### config.mk
export PLATFORM = sky130hd
export DESIGN_NAME = ddr_burst_sequencer
export DESIGN_NICKNAME = d
export VERILOG_FILES = /design/src/rtl/ddr_seq_pkg.sv /design/src/rtl/ddr_burst_sequencer_skid_buf.sv /design/src/rtl/ddr_burst_sequencer.sv
export SDC_FILE = /design/constraint.sdc
export NUM_CORES = 1
export LEC_CHECK = 0
export ABC_AREA = 1
export CAP_MARGIN = 20
export CORE_MARGIN = 4
export CORE_UTILIZATION = 40
export CTS_BUF_LIST = sky130_fd_sc_hd__clkbuf_8
export DETAILED_ROUTE_END_ITERATION = 10
export PLACE_DENSITY = 0.74
export SLEW_MARGIN = 20
export SYNTH_ARGS = -nofsm -noshare
export SYNTH_HDL_FRONTEND = slang
export SYNTH_SLANG_ARGS = --single-unit
### constraint.sdc
create_clock -name clk_ref -period 2.05 [get_ports clk_ref]
set_input_delay 0.205 -clock clk_ref [delete_from_list [all_inputs] [get_ports clk_ref]]
set_output_delay 0.205 -clock clk_ref [all_outputs]
set_load 0.005 [all_outputs]
### src/rtl/ddr_seq_pkg.sv
// ddr_seq_pkg: state encoding and default widths shared by the DDR burst sequencer
package ddr_seq_pkg;
    localparam int ADDR_W_DEF = 25;
    localparam int DATA_W_DEF = 32;
    localparam int LEN_W_DEF  = 10;
    localparam int SKID_DEPTH = 2;
    localparam int SKID_CW    = $clog2(SKID_DEPTH + 1);
    typedef enum logic [2:0] {
        S_IDLE,
        S_WR_CMD,
        S_WR_DATA,
        S_RD_CMD,
        S_RD_DATA,
        S_GUARD
    } seq_state_t;
endpackage

### src/rtl/ddr_burst_sequencer_skid_buf.sv
// ddr_skid_buf: 2-entry write-path buffer between the FIFO q and the memory write port
module ddr_skid_buf
    import ddr_seq_pkg::*;
#(
    parameter int DATA_W = DATA_W_DEF
) (
    input  logic               clk_ref,
    input  logic               rst_n,
    input  logic               flush,
    input  logic               push,
    input  logic [DATA_W-1:0]  push_data,
    output logic               valid,
    output logic [DATA_W-1:0]  data,
    input  logic               rdy,
    output logic [SKID_CW-1:0] free
);
    logic [DATA_W-1:0]  mem [SKID_DEPTH];
    logic               wr_ptr, rd_ptr, pop;
    logic [SKID_CW-1:0] cnt;

    assign valid = cnt != '0;
    assign data  = mem[rd_ptr];
    assign pop   = valid && rdy;
    assign free  = SKID_CW'(SKID_DEPTH) - cnt;

    always_ff @(posedge clk_ref or negedge rst_n) begin
        if (!rst_n) begin
            mem[0] <= '0;
            mem[1] <= '0;
            wr_ptr <= 1'b0;
            rd_ptr <= 1'b0;
            cnt    <= '0;
        end else if (flush) begin
            wr_ptr <= 1'b0;
            rd_ptr <= 1'b0;
            cnt    <= '0;
        end else begin
            if (push) mem[wr_ptr] <= push_data;
            wr_ptr <= wr_ptr ^ push;
            rd_ptr <= rd_ptr ^ pop;
            cnt    <= cnt + SKID_CW'(push) - SKID_CW'(pop);
        end
    end
endmodule

### src/rtl/ddr_burst_sequencer.sv
// ddr_burst_sequencer: write-priority burst arbiter between the frame FIFO controller and a DDR port.
// Optional watchdog enabled with `define DDR_SEQ_TIMEOUT_EN.
module ddr_burst_sequencer
    import ddr_seq_pkg::*;
#(
    parameter int ADDR_W      = ADDR_W_DEF,
    parameter int DATA_W      = DATA_W_DEF,
    parameter int LEN_W       = LEN_W_DEF,
    parameter int GUARD_CYC   = 2,
    parameter int TIMEOUT_CYC = 1024
) (
    input  logic              clk_ref,
    input  logic              rst_n,
    input  logic              ddr_init_done,
    input  logic              ddr_wr_req,
    input  logic [ADDR_W-1:0] ddr_wraddr,
    input  logic [LEN_W-1:0]  wr_length,
    output logic              ddr_wr_ack,
    input  logic [DATA_W-1:0] ddr_din,
    output logic              ddr_wr_finish,
    input  logic              ddr_rd_req,
    input  logic [ADDR_W-1:0] ddr_rdaddr,
    input  logic [LEN_W-1:0]  rd_length,
    output logic              ddr_rd_ack,
    output logic [DATA_W-1:0] ddr_dout,
    output logic              ddr_rd_finish,
    output logic              mem_cmd_en,
    input  logic              mem_cmd_rdy,
    output logic              mem_cmd_wr,
    output logic [ADDR_W-1:0] mem_cmd_addr,
    output logic [LEN_W-1:0]  mem_cmd_len,
    output logic              mem_wvalid,
    input  logic              mem_wrdy,
    output logic [DATA_W-1:0] mem_wdata,
    input  logic              mem_rvalid,
    input  logic [DATA_W-1:0] mem_rdata,
    output logic              seq_err
);
    localparam int GW = $clog2(GUARD_CYC + 1);

    seq_state_t         state, state_nxt;
    logic [ADDR_W-1:0]  addr_q;
    logic [LEN_W-1:0]   len_q, ack_cnt, beat_cnt;
    logic [GW-1:0]      guard_cnt;
    logic [SKID_CW-1:0] sk_free;
    logic [DATA_W-1:0]  sk_data, dout_q;
    logic sk_valid, sk_rdy, wr_pop, rd_beat, ack_d, last_beat, cmd_acc;
    logic wr_grant, rd_grant, to_hit, wr_fin_q, rd_fin_q, rd_ack_q;

    assign wr_grant      = ddr_init_done && ddr_wr_req && wr_length != '0;
    assign rd_grant      = ddr_init_done && ddr_rd_req && rd_length != '0;
    assign cmd_acc       = mem_cmd_en && mem_cmd_rdy;
    assign sk_rdy        = mem_wrdy && state == S_WR_DATA;
    assign wr_pop        = sk_valid && sk_rdy;
    assign rd_beat       = mem_rvalid && state == S_RD_DATA;
    assign last_beat     = beat_cnt == len_q - LEN_W'(1);
    assign mem_cmd_addr  = addr_q;
    assign mem_cmd_len   = len_q;
    assign mem_wvalid    = sk_valid && state == S_WR_DATA;
    assign mem_wdata     = sk_data;
    assign ddr_wr_finish = wr_fin_q;
    assign ddr_rd_finish = rd_fin_q;
    assign ddr_rd_ack    = rd_ack_q;
    assign ddr_dout      = dout_q;

    // Ack only when the entry it will occupy a cycle later is guaranteed free, counting the one in flight.
    always_comb begin
        state_nxt  = state;
        mem_cmd_en = state == S_WR_CMD || state == S_RD_CMD;
        mem_cmd_wr = state == S_WR_CMD;
        ddr_wr_ack = state == S_WR_DATA && ack_cnt < len_q &&
                     ({1'b0, sk_free} + {{SKID_CW{1'b0}}, wr_pop}) > {{SKID_CW{1'b0}}, ack_d};
        case (state)
            S_IDLE:    state_nxt = wr_grant ? S_WR_CMD : rd_grant ? S_RD_CMD : S_IDLE;
            S_WR_CMD:  state_nxt = to_hit ? S_GUARD : cmd_acc ? S_WR_DATA : S_WR_CMD;
            S_RD_CMD:  state_nxt = to_hit ? S_GUARD : cmd_acc ? S_RD_DATA : S_RD_CMD;
            S_WR_DATA: state_nxt = (to_hit || (wr_pop && last_beat)) ? S_GUARD : S_WR_DATA;
            S_RD_DATA: state_nxt = (to_hit || (rd_beat && last_beat)) ? S_GUARD : S_RD_DATA;
            S_GUARD:   state_nxt = guard_cnt == GW'(GUARD_CYC - 1) ? S_IDLE : S_GUARD;
            default:   state_nxt = S_IDLE;
        endcase
    end

    always_ff @(posedge clk_ref or negedge rst_n) begin
        if (!rst_n) state <= S_IDLE;
        else        state <= state_nxt;
    end

    always_ff @(posedge clk_ref or negedge rst_n) begin
        if (!rst_n) begin
            addr_q    <= '0;
            len_q     <= '0;
            ack_cnt   <= '0;
            beat_cnt  <= '0;
            guard_cnt <= '0;
            ack_d     <= 1'b0;
            wr_fin_q  <= 1'b0;
            rd_fin_q  <= 1'b0;
            rd_ack_q  <= 1'b0;
            dout_q    <= '0;
        end else begin
            ack_d     <= ddr_wr_ack;
            rd_ack_q  <= rd_beat;
            wr_fin_q  <= (wr_pop && last_beat) || (to_hit && (state == S_WR_CMD || state == S_WR_DATA));
            rd_fin_q  <= (rd_beat && last_beat) || (to_hit && (state == S_RD_CMD || state == S_RD_DATA));
            guard_cnt <= state == S_GUARD ? guard_cnt + GW'(1) : '0;
            if (rd_beat) dout_q <= mem_rdata;
            if (state == S_IDLE) begin
                ack_cnt  <= '0;
                beat_cnt <= '0;
                if (wr_grant || rd_grant) begin
                    addr_q <= wr_grant ? ddr_wraddr : ddr_rdaddr;
                    len_q  <= wr_grant ? wr_length : rd_length;
                end
            end else begin
                if (ddr_wr_ack) ack_cnt <= ack_cnt + LEN_W'(1);
                if (wr_pop || rd_beat) beat_cnt <= beat_cnt + LEN_W'(1);
            end
        end
    end

    ddr_skid_buf #(.DATA_W(DATA_W)) u_skid (
        .clk_ref   (clk_ref),
        .rst_n     (rst_n),
        .flush     (state != S_WR_DATA),
        .push      (ack_d && state == S_WR_DATA),
        .push_data (ddr_din),
        .valid     (sk_valid),
        .data      (sk_data),
        .rdy       (sk_rdy),
        .free      (sk_free)
    );

`ifdef DDR_SEQ_TIMEOUT_EN
    localparam int WDW = $clog2(TIMEOUT_CYC + 1);
    logic [WDW-1:0] wd_cnt;
    logic           wd_active, wd_progress, err_q;

    assign wd_active   = state inside {S_WR_CMD, S_WR_DATA, S_RD_CMD, S_RD_DATA};
    assign wd_progress = cmd_acc || wr_pop || rd_beat;
    assign to_hit      = wd_active && !wd_progress && wd_cnt == WDW'(TIMEOUT_CYC - 1);
    assign seq_err     = err_q;

    always_ff @(posedge clk_ref or negedge rst_n) begin
        if (!rst_n) begin
            wd_cnt <= '0;
            err_q  <= 1'b0;
        end else begin
            wd_cnt <= (wd_active && !wd_progress && !to_hit) ? wd_cnt + WDW'(1) : '0;
            err_q  <= err_q || to_hit;
        end
    end
`else
    assign to_hit  = 1'b0;
    assign seq_err = 1'b0;
`endif
endmodule

# ---- After elaboration in Yosys (flattened, before gate mapping)
# Cells that the tools add are included.
dict set report totals {
  ff_bits 164
  latchBits 0
  ramBits 0
  rom_bits 0
  in_bits 142
  memories 0
}
dict set report classes {
  n_addsub 8
  n_mul 0
  div_mod_pow 0
  order_cmp 5
  n_eq_ne 8
  shifts 0
  mux 24
  bitwise_logic 5
  reduce_logical 26
}
# cell n
set op_table {}
lappend op_table {{$mux 32} 4}
lappend op_table {{$bwmux 64} 1}
lappend op_table {{$mux 10} 5}
lappend op_table {{$demux 32 s1} 1}
lappend op_table {{$mux 25} 1}
lappend op_table {{$add 10x1->10 const B} 2}
lappend op_table {{$reduce_bool 10->1} 2}
lappend op_table {{$pmux 3 s6} 1}
lappend op_table {{$logic_and 1x1->1} 15}
lappend op_table {{$eq 10x10->1} 1}
lappend op_table {{$lt 10x10->1} 1}
lappend op_table {{$mux 2} 5}
lappend op_table {{$sub 10x1->10 const B} 1}
lappend op_table {{$mux 3} 3}
lappend op_table {{$eq 3x2->1 const B} 2}
lappend op_table {{$eq 3x3->1 const B} 2}
lappend op_table {{$reduce_bool 2->1} 3}
lappend op_table {{$ge 2x2->1 const B} 2}
lappend op_table {{$not 1->2} 2}
lappend op_table {{$reduce_and 2->1} 2}
lappend op_table {{$add 2x1->3} 1}
lappend op_table {{$eq 3x1->1 const B} 1}
lappend op_table {{$gt 3x1->1} 1}
lappend op_table {{$logic_not 3->1} 1}
lappend op_table {{other kinds (11)} 16}

# ---- Longest topological paths before layout
# Gate-level depths: netlist of run 1.
dict set report depth {
  word_depth 8
  depth_mapped 14
  mapped_depth_nobuf 14
}

# ---- Hierarchy
# A second synthesis of run 1 with hierarchy kept.
dict set report hier_totals {
  hier_cells 1018
  area_unflattened_um2 8685.8
}
# mod n_inst cells_per_inst area_each_um2
set modules_own_cells {}
lappend modules_own_cells {ddr_burst_sequencer 1 713 5323.9}
lappend modules_own_cells {ddr_skid_buf 1 305 3362.0}

# ---- Worst setup path before layout of run 1
# Ideal clock, no wire load.
dict set report synth_timing {
  kind {flip-flop to flip-flop}
  startpoint {reg state[2]}
  endpoint {reg ack_cnt[2]}
  setup_time_ns 0.066
  arrival_ns 2.155
  setup_slack_ns -0.170
  path_stages_with_launch 14
  path_buffers 1
  period_less_slack_ns 2.220
  path_cell_list {dfrtp_1 -> nor3_4 -> nand3b_2 -> inv_1 -> ha_1 -> inv_1 -> ha_1 -> inv_1 -> o31ai_1 -> inv_1 -> nand2_1 -> buf_2 -> nand3_1 -> nand2_1}
}
dict set report synth_between {
  elab_chain_cells 7
}
# element line_no
set synth_lines {}
lappend synth_lines {{from (decl)} ddr_burst_sequencer.sv:41} ;# seq_state_t state, state_nxt;
lappend synth_lines {{from (signal assigned)} ddr_burst_sequencer.sv:86} ;# else state <= state_nxt;
lappend synth_lines {{$eq 3x2->1} {ddr_burst_sequencer.sv:53, ddr_burst_sequencer.sv:71}}
lappend synth_lines {{$logic_and 1x1->1} ddr_burst_sequencer.sv:53} ;# assign sk_rdy = mem_wrdy && state == S_WR_DATA;
lappend synth_lines {{$logic_and 1x1->1} ddr_burst_sequencer.sv:54} ;# assign wr_pop = sk_valid && sk_rdy;
lappend synth_lines {{$add 2x1->3} ddr_burst_sequencer.sv:72} ;# ({1'b0, sk_free} + {{SKID_CW{1'b0}}, wr_pop}) > {{SKID_CW{1'b0}}, ack_d};
lappend synth_lines {{$gt 3x1->1} ddr_burst_sequencer.sv:72}
lappend synth_lines {{$logic_and 1x1->1} ddr_burst_sequencer.sv:71} ;# ddr_wr_ack = state == S_WR_DATA && ack_cnt < len_q &&
lappend synth_lines {{$reduce_bool 2->1 (no line)} n/a}
lappend synth_lines {{to (signal assigned)} ddr_burst_sequencer.sv:116} ;# if (ddr_wr_ack) ack_cnt <= ack_cnt + LEN_W'(1);
lappend synth_lines {{to (decl)} ddr_burst_sequencer.sv:43} ;# logic [LEN_W-1:0] len_q, ack_cnt, beat_cnt;
# Several ways; a longest one is shown, not always the timed one.
# A chain may end at the register's enable or synchronous reset.

# ---- Worst setup path after layout of run 1
dict set report layout_timing {
  startpoint {reg u_skid.cnt[1]}
  endpoint {out ddr_wr_ack}
}
dict set report layout_between {
  elab_chain_cells 5
}
# element line_no
set layout_lines {}
lappend layout_lines {{from (decl)} ddr_burst_sequencer_skid_buf.sv:19} ;# logic [SKID_CW-1:0] cnt;
lappend layout_lines {{from (signal assigned)} ddr_burst_sequencer_skid_buf.sv:41} ;# cnt <= cnt + SKID_CW'(push) - SKID_CW'(pop);
lappend layout_lines {{parallel branches: the longest is 2 deep, another holds $sub 2x2->2} n/a}
lappend layout_lines {{$add 2x1->3 (*)} ddr_burst_sequencer.sv:72}
lappend layout_lines {{$gt 3x1->1 (*)} ddr_burst_sequencer.sv:72}
lappend layout_lines {{$logic_and 1x1->1 (*)} ddr_burst_sequencer.sv:71}
lappend layout_lines {{to (decl)} ddr_burst_sequencer.sv:18} ;# output logic ddr_wr_ack,
# Every way passes the cells marked *.

==> impl_metrics.json, run 1 <==
{
  "skew_ns": 0.0162,
  "detailroute.via_count": 7999,
  "grt_max_degree": 65,
  "reg2reg_depth": 14,
  "routabilityCongestion": 0.847,
  "dieHeight_um": 153,
  "ys.warnings.count": 0,
  "power_per_cell_area_nw_per_um2": 1150,
  "areaGrowthSynthToFinish_pct": 44.5,
  "status": "finished, violations left",
  "min-delay-start": "mem_rdata[23]",
  "routed_wirelength_um": 23500,
  "antenna_found_initial": 1,
  "cts.htree.levels": 4,
  "final-seq-area_um2": 4110,
  "cp.required_ns": 1.85,
  "numPlacedInstances": 1632,
  "synth_edf_count": 0,
  "clock_sinks": 164,
  "synth-main-ff-cell": "sky130_fd_sc_hd__dfrtp_1",
  "core_region_area_um2": 20400,
  "max_slew.worst_pin.slew_ns": 0.630,
  "fmaxAchievable_mhz": 415,
  "worst_slew_margin_rel_pct": 58.0,
  "sum_of_overflow_across_all_layers_after_global_routing": 0,
  "min_path_cells": 3,
  "final-instance-count-excl-fill": 1672,
  "route.antenna.remaining_nets": 0,
  "critical_path_fanouts_max": 2,
  "sequential_fraction_of_the_synthesis_area_pct": 49.1,
  "worst_path_max_delay_cell": "sky130_fd_sc_hd__dfrtp_1",
  "crit_path_cell_trace": "inv_1, ha_2, nand3b_4, inv_4, ha_4, inv_2, ha_4, inv_2, o31ai_4, nor3_2, buf_2",
  "cts_tree": "built",
  "first_global_vias": 7739,
  "syn-num-nets": 1269,
  "finalHoldViolCount": 0,
  "footprint_of_the_multi_input_gates_um2": 3820,
  "timing.critical_path.arrival_ns": 2.21,
  "cts.path.max_buffers": 2,
  "synth_cell_type_count": 36,
  "finalSetupViolCount": 11,
  "finalHoldWorstSlack_ns": 0.254,
  "fin_nets": 1551,
  "yosys_register_bits": 164,
  "detail_route.vias_per_cell": 4.78,
  "grt_util_all_layers_pct": 19.8,
  "floorplan.initialDensity_pct": 40.9,
  "r2r-end": "ack_cnt[5]",
  "number_of_inserted_diodes": 0,
  "synth_top_cells_by_area": "sky130_fd_sc_hd__dfrtp_1, sky130_fd_sc_hd__nand2_1, sky130_fd_sc_hd__nand3_1",
  "yosysTopAreaCell": "sky130_fd_sc_hd__dfrtp_1",
  "layout.filler_cells": 1820,
  "clock_root_buffer_master": "sky130_fd_sc_hd__clkbuf_8",
  "cts_buffers": 17,
  "power.ir.vdd_worst_mv": 0.577,
  "top_level_ports": 249,
  "rsz_0062_raised_after_global_routing": "true",
  "core.rowCount": 52,
  "critPathCaptureType": "output pin",
  "initialDrtViolationCount": 380,
  "critical_path_class": "register to output pin",
  "avgSynthCellArea_um2": 7.56,
  "worst_skew_pair.late_latency_ns": 0.47,
  "layout-drive-gt1-share_pct": 10.7,
  "grt_first_pass_wirelength_um": 38100,
  "die_w_um": 153,
  "detail_route.first_pass.iterations": 6,
  "period_needed_ns": 2.41,
  "violations": "setup timing",
  "cp-start-kind": "register",
  "wire_per_inst_um": 14.0,
  "route.detailed.drc": 0,
  "synthCells": 1107,
  "static_leakage_nw": 6.32,
  "fp.dieArea_um2": 23300,
  "postLayoutSetupSlackWorst_ns": -0.362,
  "synth_most_common_cell": "sky130_fd_sc_hd__nand2_1",
  "netlist_area_um2": 8370,
  "port-buffer-count": 247,
  "hpwl_um": 16900,
  "drv_cap": 0,
  "detailedPlace.worstSlack_ns": -0.347,
  "clk_transition_reported_paths_ns": 0.11,
  "hold-path-endpoint": "ddr_dout[23]",
  "hp-class": "input pin to register",
  "synthArstFlopShare_pct": 100,
  "synth_top_area_share_pct": 49.1,
  "max_slew_vio_count": 0,
  "critical_path.max_stage_delay_ns": 0.38,
  "timing.reg2reg.setup_slack_ns": -0.07,
  "most_frequent_cells_after_synthesis": "sky130_fd_sc_hd__nand2_1, sky130_fd_sc_hd__dfrtp_1, sky130_fd_sc_hd__nand3_1",
  "period_utilization_pct": 118,
  "worst_reg2reg_startpoint": "u_skid.cnt[1]"
}
-- timing repair --
action	4_1_cts	5_1_grt
gates cloned	0	2
gates resized for setup	18	41
setup buffers	5	4
hold buffers	1	0
pin swaps	10	12
endpoints found under the hold margin	47	0
setup endpoints to repair	34	47
-- per-layer routing --
metal / routed length (um) / vias to the layer above / part of all wire, % / track usage (%)
met5: 13 / - / 0.055 / 0
met4: 407 / 2 / 1.7 / 6.15
met3: 2010 / 36 / 8.6 / 6.73
met2: 10800 / 261 / 46 / 31.3
met1: 10300 / 3657 / 44 / 25.9
li1: - / 4043 / - / -
-- sequential cells by signal, indices dropped and copies added, names as in the netlist --
| name | cells |
|---|---|
| guard_cnt | 2 |
| ack_cnt | 10 |
| ddr_rd_ack | 1 |
| state | 3 |
| u_skid.rd_ptr | 1 |
| ack_d | 1 |
| u_skid.mem | 64 |
| ddr_wr_finish | 1 |
| beat_cnt | 10 |
| u_skid.cnt | 2 |
| mem_cmd_addr | 25 |
| ddr_rd_finish | 1 |
| mem_cmd_len | 10 |
| ddr_dout | 32 |
| u_skid.wr_ptr | 1 |
-- kinds of logic after synthesis --
family,after synthesis,synth area share (%)
and+or+nand+nor,676,33.5
DFF,164,49.1
buffers and inverters,135,6.76
AOI/OAI and AO/OA,94,5.82
adders and majority gates,20,2.99
xor gates and xnor gates,16,1.68
other,1,0.0448
muxes,1,0.135
-- how the worst max path moves through the flow --
stage	from	to	slack, ns	depth (start not counted)
after floorplan	state[1]	ack_cnt[0]	-0.04	14
after detailed placement	mem_wrdy	ddr_wr_ack	-0.35	10
after global placement	mem_wrdy	ddr_wr_ack	-0.31	10
final	u_skid.cnt[1]	ddr_wr_ack	-0.36	11
after global routing	u_skid.cnt[1]	ddr_wr_ack	-0.50	11
after CTS	u_skid.cnt[1]	ddr_wr_ack	-0.41	11
-- power by group --
part / total (mW) / switching, mW / internal [mW]
registers: 5.06 / 0.653 / 4.41
logic: 6.56 / 3.23 / 3.33
clock network: 2.31 / 1.40 / 0.916
total: 13.9 / 5.28 / 8.66
-- cells in the final DEF, fill, tap and decap left out, drive strengths merged, types with 10 or more instances in the layout --
cell type,instances
dfrtp,164
clkdlybuf4s50,226
dlymetal6s2s,18
o21ai,76
clkinv,10
xor2,12
a21oi,12
ha,20
nand3,104
nor2,50
buf,64
inv,92
clkbuf,19
nand2,501
-- worst max-delay path, delay by kind of cell, from the launching register on --
family / cells / cell delay (ns)
adder cells (fa/ha/maj): 3 / 0.67
AO/OA/AOI/OAI: 1 / 0.19
AND/OR/NAND/NOR: 2 / 0.21
buffers and inverters: 5 / 0.30
flip-flops: 1 / 0.38
-- stage by stage --
step	utilization (%)	setup TNS (ns)	total power, mW	cell area (um2)
floorplan	-	-0.334	8.19	8430
global placement	56.1	-0.805	11.4	11500
detailed placement	56.1	-1.26	11.6	11500
CTS	58.5	-1.54	14.1	11900
global route	59.2	-2.23	15.1	12100
finish	59.2	-0.838	13.9	12100
-- final cells by class --
cell class	count	share of cell area, %
Clock buffer	17	1.94
Multi-Input combinational cell	808	31.6
Inverter	87	2.76
Clock inverter	15	1.40
Sequential cell	164	34.0
Timing Repair Buffer	311	25.6
Tap cell	270	2.80
Power figures use the tool's default switching activity.
==> run 2, diff against run 1 <==
- CORE_ASPECT_RATIO: default -> 1.2
- SLEW_MARGIN: 20 -> 10
==> run 2 against run 1 <==
Net effect: the run still ends with setup timing left; clock power grew 8.7%; global-route usage grew 0.59 points; die area is essentially flat; power grew 2.7%; via count grew 0.45%; hold slack lost 0.052 ns; sequential share of layout area shrank 0.68 points; cell count grew 0.72%; utilization grew 1.3 points; critical path type unchanged; highest routed layer is now met4.
==> impl_metrics.json, run 2 (synthesis results as in run 1) <==
{
  "drv_cap": 0,
  "detail_route.first_pass.iterations": 6,
  "critical_path_fanouts_max": 2,
  "post-route-util_pct": 60.5,
  "cp.required_ns": 1.85,
  "violations": "setup timing",
  "max_slew_vio_count": 0,
  "cp-start-kind": "register",
  "postLayoutSetupSlackWorst_ns": -0.458,
  "layout-drive-gt1-share_pct": 11.8,
  "cts.htree.levels": 4,
  "combinationalPowerShare_pct": 47.2,
  "largest_reg_flops": 64,
  "number_of_inserted_diodes": 0,
  "p_clk_share_pct": 17.5,
  "status": "finished, violations left",
  "sequential_share_of_power_pct": 35.3,
  "hp-class": "input pin to asynchronous set/reset pin",
  "clock_root_buffer_master": "sky130_fd_sc_hd__clkbuf_8",
  "grt_max_degree": 65,
  "finalHoldViolCount": 0,
  "power.internal_mw": 8.92,
  "detail_route.vias_per_cell": 4.77,
  "worst_slew_margin_rel_pct": 57.3,
  "antenna_found_initial": 0,
  "timing.critical_path.from": "u_skid.cnt[0]",
  "netSwitchingFraction_pct": 37.7,
  "total_power_consumption_mw": 14.3,
  "top_level_ports": 249,
  "finalSetupViolCount": 11,
  "clk_transition_reported_paths_ns": 0.10,
  "detailroute.via_count": 8035,
  "cts.path.max_buffers": 2,
  "power.ir.vdd_worst_mv": 0.577,
  "die_w_um": 140,
  "period_needed_ns": 2.51,
  "hpwl_um": 17600,
  "dieHeight_um": 166,
  "wire_per_inst_um": 14.2,
  "routabilityCongestion": 0.845,
  "total_switching_power_mw": 5.39,
  "footprint_of_the_multi_input_gates_um2": 3840,
  "core.rowCount": 57,
  "areaGrowthSynthToFinish_pct": 47.4,
  "core_region_area_um2": 20400,
  "max_slew.worst_pin.slew_ns": 0.640,
  "skew_ns": 0.0156,
  "period_utilization_pct": 122,
  "detailedPlace.worstSlack_ns": -0.587,
  "max_flop_register": "u_skid.mem",
  "first_global_vias": 7949,
  "initialDrtViolationCount": 408,
  "critical_path_class": "register to output pin",
  "worst_reg2reg_startpoint": "u_skid.cnt[0]",
  "critPathCaptureType": "output pin",
  "final-seq-area_um2": 4110,
  "layout_common_cells": "sky130_fd_sc_hd__nand2_1, sky130_fd_sc_hd__clkdlybuf4s50_1, sky130_fd_sc_hd__dfrtp_1",
  "cts_tree": "built",
  "routed_wirelength_um": 24000,
  "clock_sinks": 164,
  "route.antenna.remaining_nets": 0,
  "fp.dieArea_um2": 23300,
  "static_leakage_nw": 6.48,
  "timing.critical_path.arrival_ns": 2.30,
  "grt_util_all_layers_pct": 20.4,
  "power_per_cell_area_nw_per_um2": 1160,
  "route.detailed.drc": 0,
  "grt_first_pass_wirelength_um": 39100,
  "sum_of_overflow_across_all_layers_after_global_routing": 0,
  "rsz_0062_raised_after_global_routing": "true",
  "cts_buffers": 17,
  "worst_skew_pair.late_latency_ns": 0.46,
  "fmaxAchievable_mhz": 399,
  "fin_nets": 1568,
  "port-buffer-count": 247,
  "floorplan.initialDensity_pct": 41.0,
  "layout.cells.most_common": "sky130_fd_sc_hd__nand2_1",
  "layout.filler_cells": 1787
}
==> run 2: final timing paths <==
path	end	slack (ns)	cells after the start
worst max-delay path	ddr_wr_ack	-0.46	11
worst min-delay path	u_skid.mem[49]	0.20	2
worst min register to register	guard_cnt[0]	0.44	1
max in group asynchronous	u_skid.rd_ptr	1.10	3
worst max register to register	ack_cnt[4]	-0.19	15
min in group clk_ref	ddr_dout[16]	0.26	3
==> run 2: worst max-delay path: stages (launching register included) <==
cell and delay, ns:
sky130_fd_sc_hd__dfrtp_1 0.40, sky130_fd_sc_hd__inv_1 0.06, sky130_fd_sc_hd__ha_2 0.17, sky130_fd_sc_hd__nand3b_4 0.14, sky130_fd_sc_hd__inv_4 0.04, sky130_fd_sc_hd__ha_4 0.25, sky130_fd_sc_hd__inv_2 0.03, sky130_fd_sc_hd__ha_4 0.25
sky130_fd_sc_hd__inv_2 0.04, sky130_fd_sc_hd__o31ai_4 0.23, sky130_fd_sc_hd__nor3_4 0.09, sky130_fd_sc_hd__buf_2 0.13
==> run 2: power by group through the flow <==
stage	Sequential, mW	Combinational [mW]	Clock [mW]
6_report	5.04	6.75	2.51
5_1_grt	5.19	7.58	2.74
4_1_cts	5.04	6.81	2.58
3_5_place_dp	5.09	6.69	0
3_3_place_gp	5.04	6.61	0
2_1_floorplan	5.15	3.03	0
==> run 2: through the flow <==
step	std cells	hold slack [ns]	cell area (um2)	setup TNS [ns]
5_1_grt	1684	0.202	12300	-3.38
2_1_floorplan	1107	-0.0906	8430	-0.334
3_5_place_dp	1638	0.119	11600	-1.46
3_3_place_gp	1638	0.121	11600	-1.25
4_1_cts	1677	0.186	12100	-2.27
6_report	1684	0.202	12300	-2.17
==> run 2: repair_timing <==
action                                 CTS  global route
setup endpoints to repair               35            43
buffers inserted                         5             6
pin swaps                               11            12
endpoints found under the hold margin  132             0
gates resized for setup                 27            41
cloned                                   1             2
hold buffers                             1             0
==> run 2: per-layer routing <==
metal,global-route usage [%],vias up,part of all wire [%]
li1,-,4082,-
met1,24.5,3619,41
met2,33.5,290,47
met3,7.20,44,9.1
met4,8.13,0,3.1
met5,0,-,0
==> run 2: final cells by class <==
cell class	instances	share of cell area, %
multi-input cells	808	31.1
clock buffers	17	1.90
well taps	265	2.69
repair buffers	328	26.6
inverters	87	2.71
clock inverters	15	1.70
flip-flops and latches	164	33.3
==> run 3, diff against run 2 <==
- GPL_ROUTABILITY_DRIVEN: default -> 0
==> results of run 3 <==
No change in the layout: final DEF, timing and power equal those of run 2.
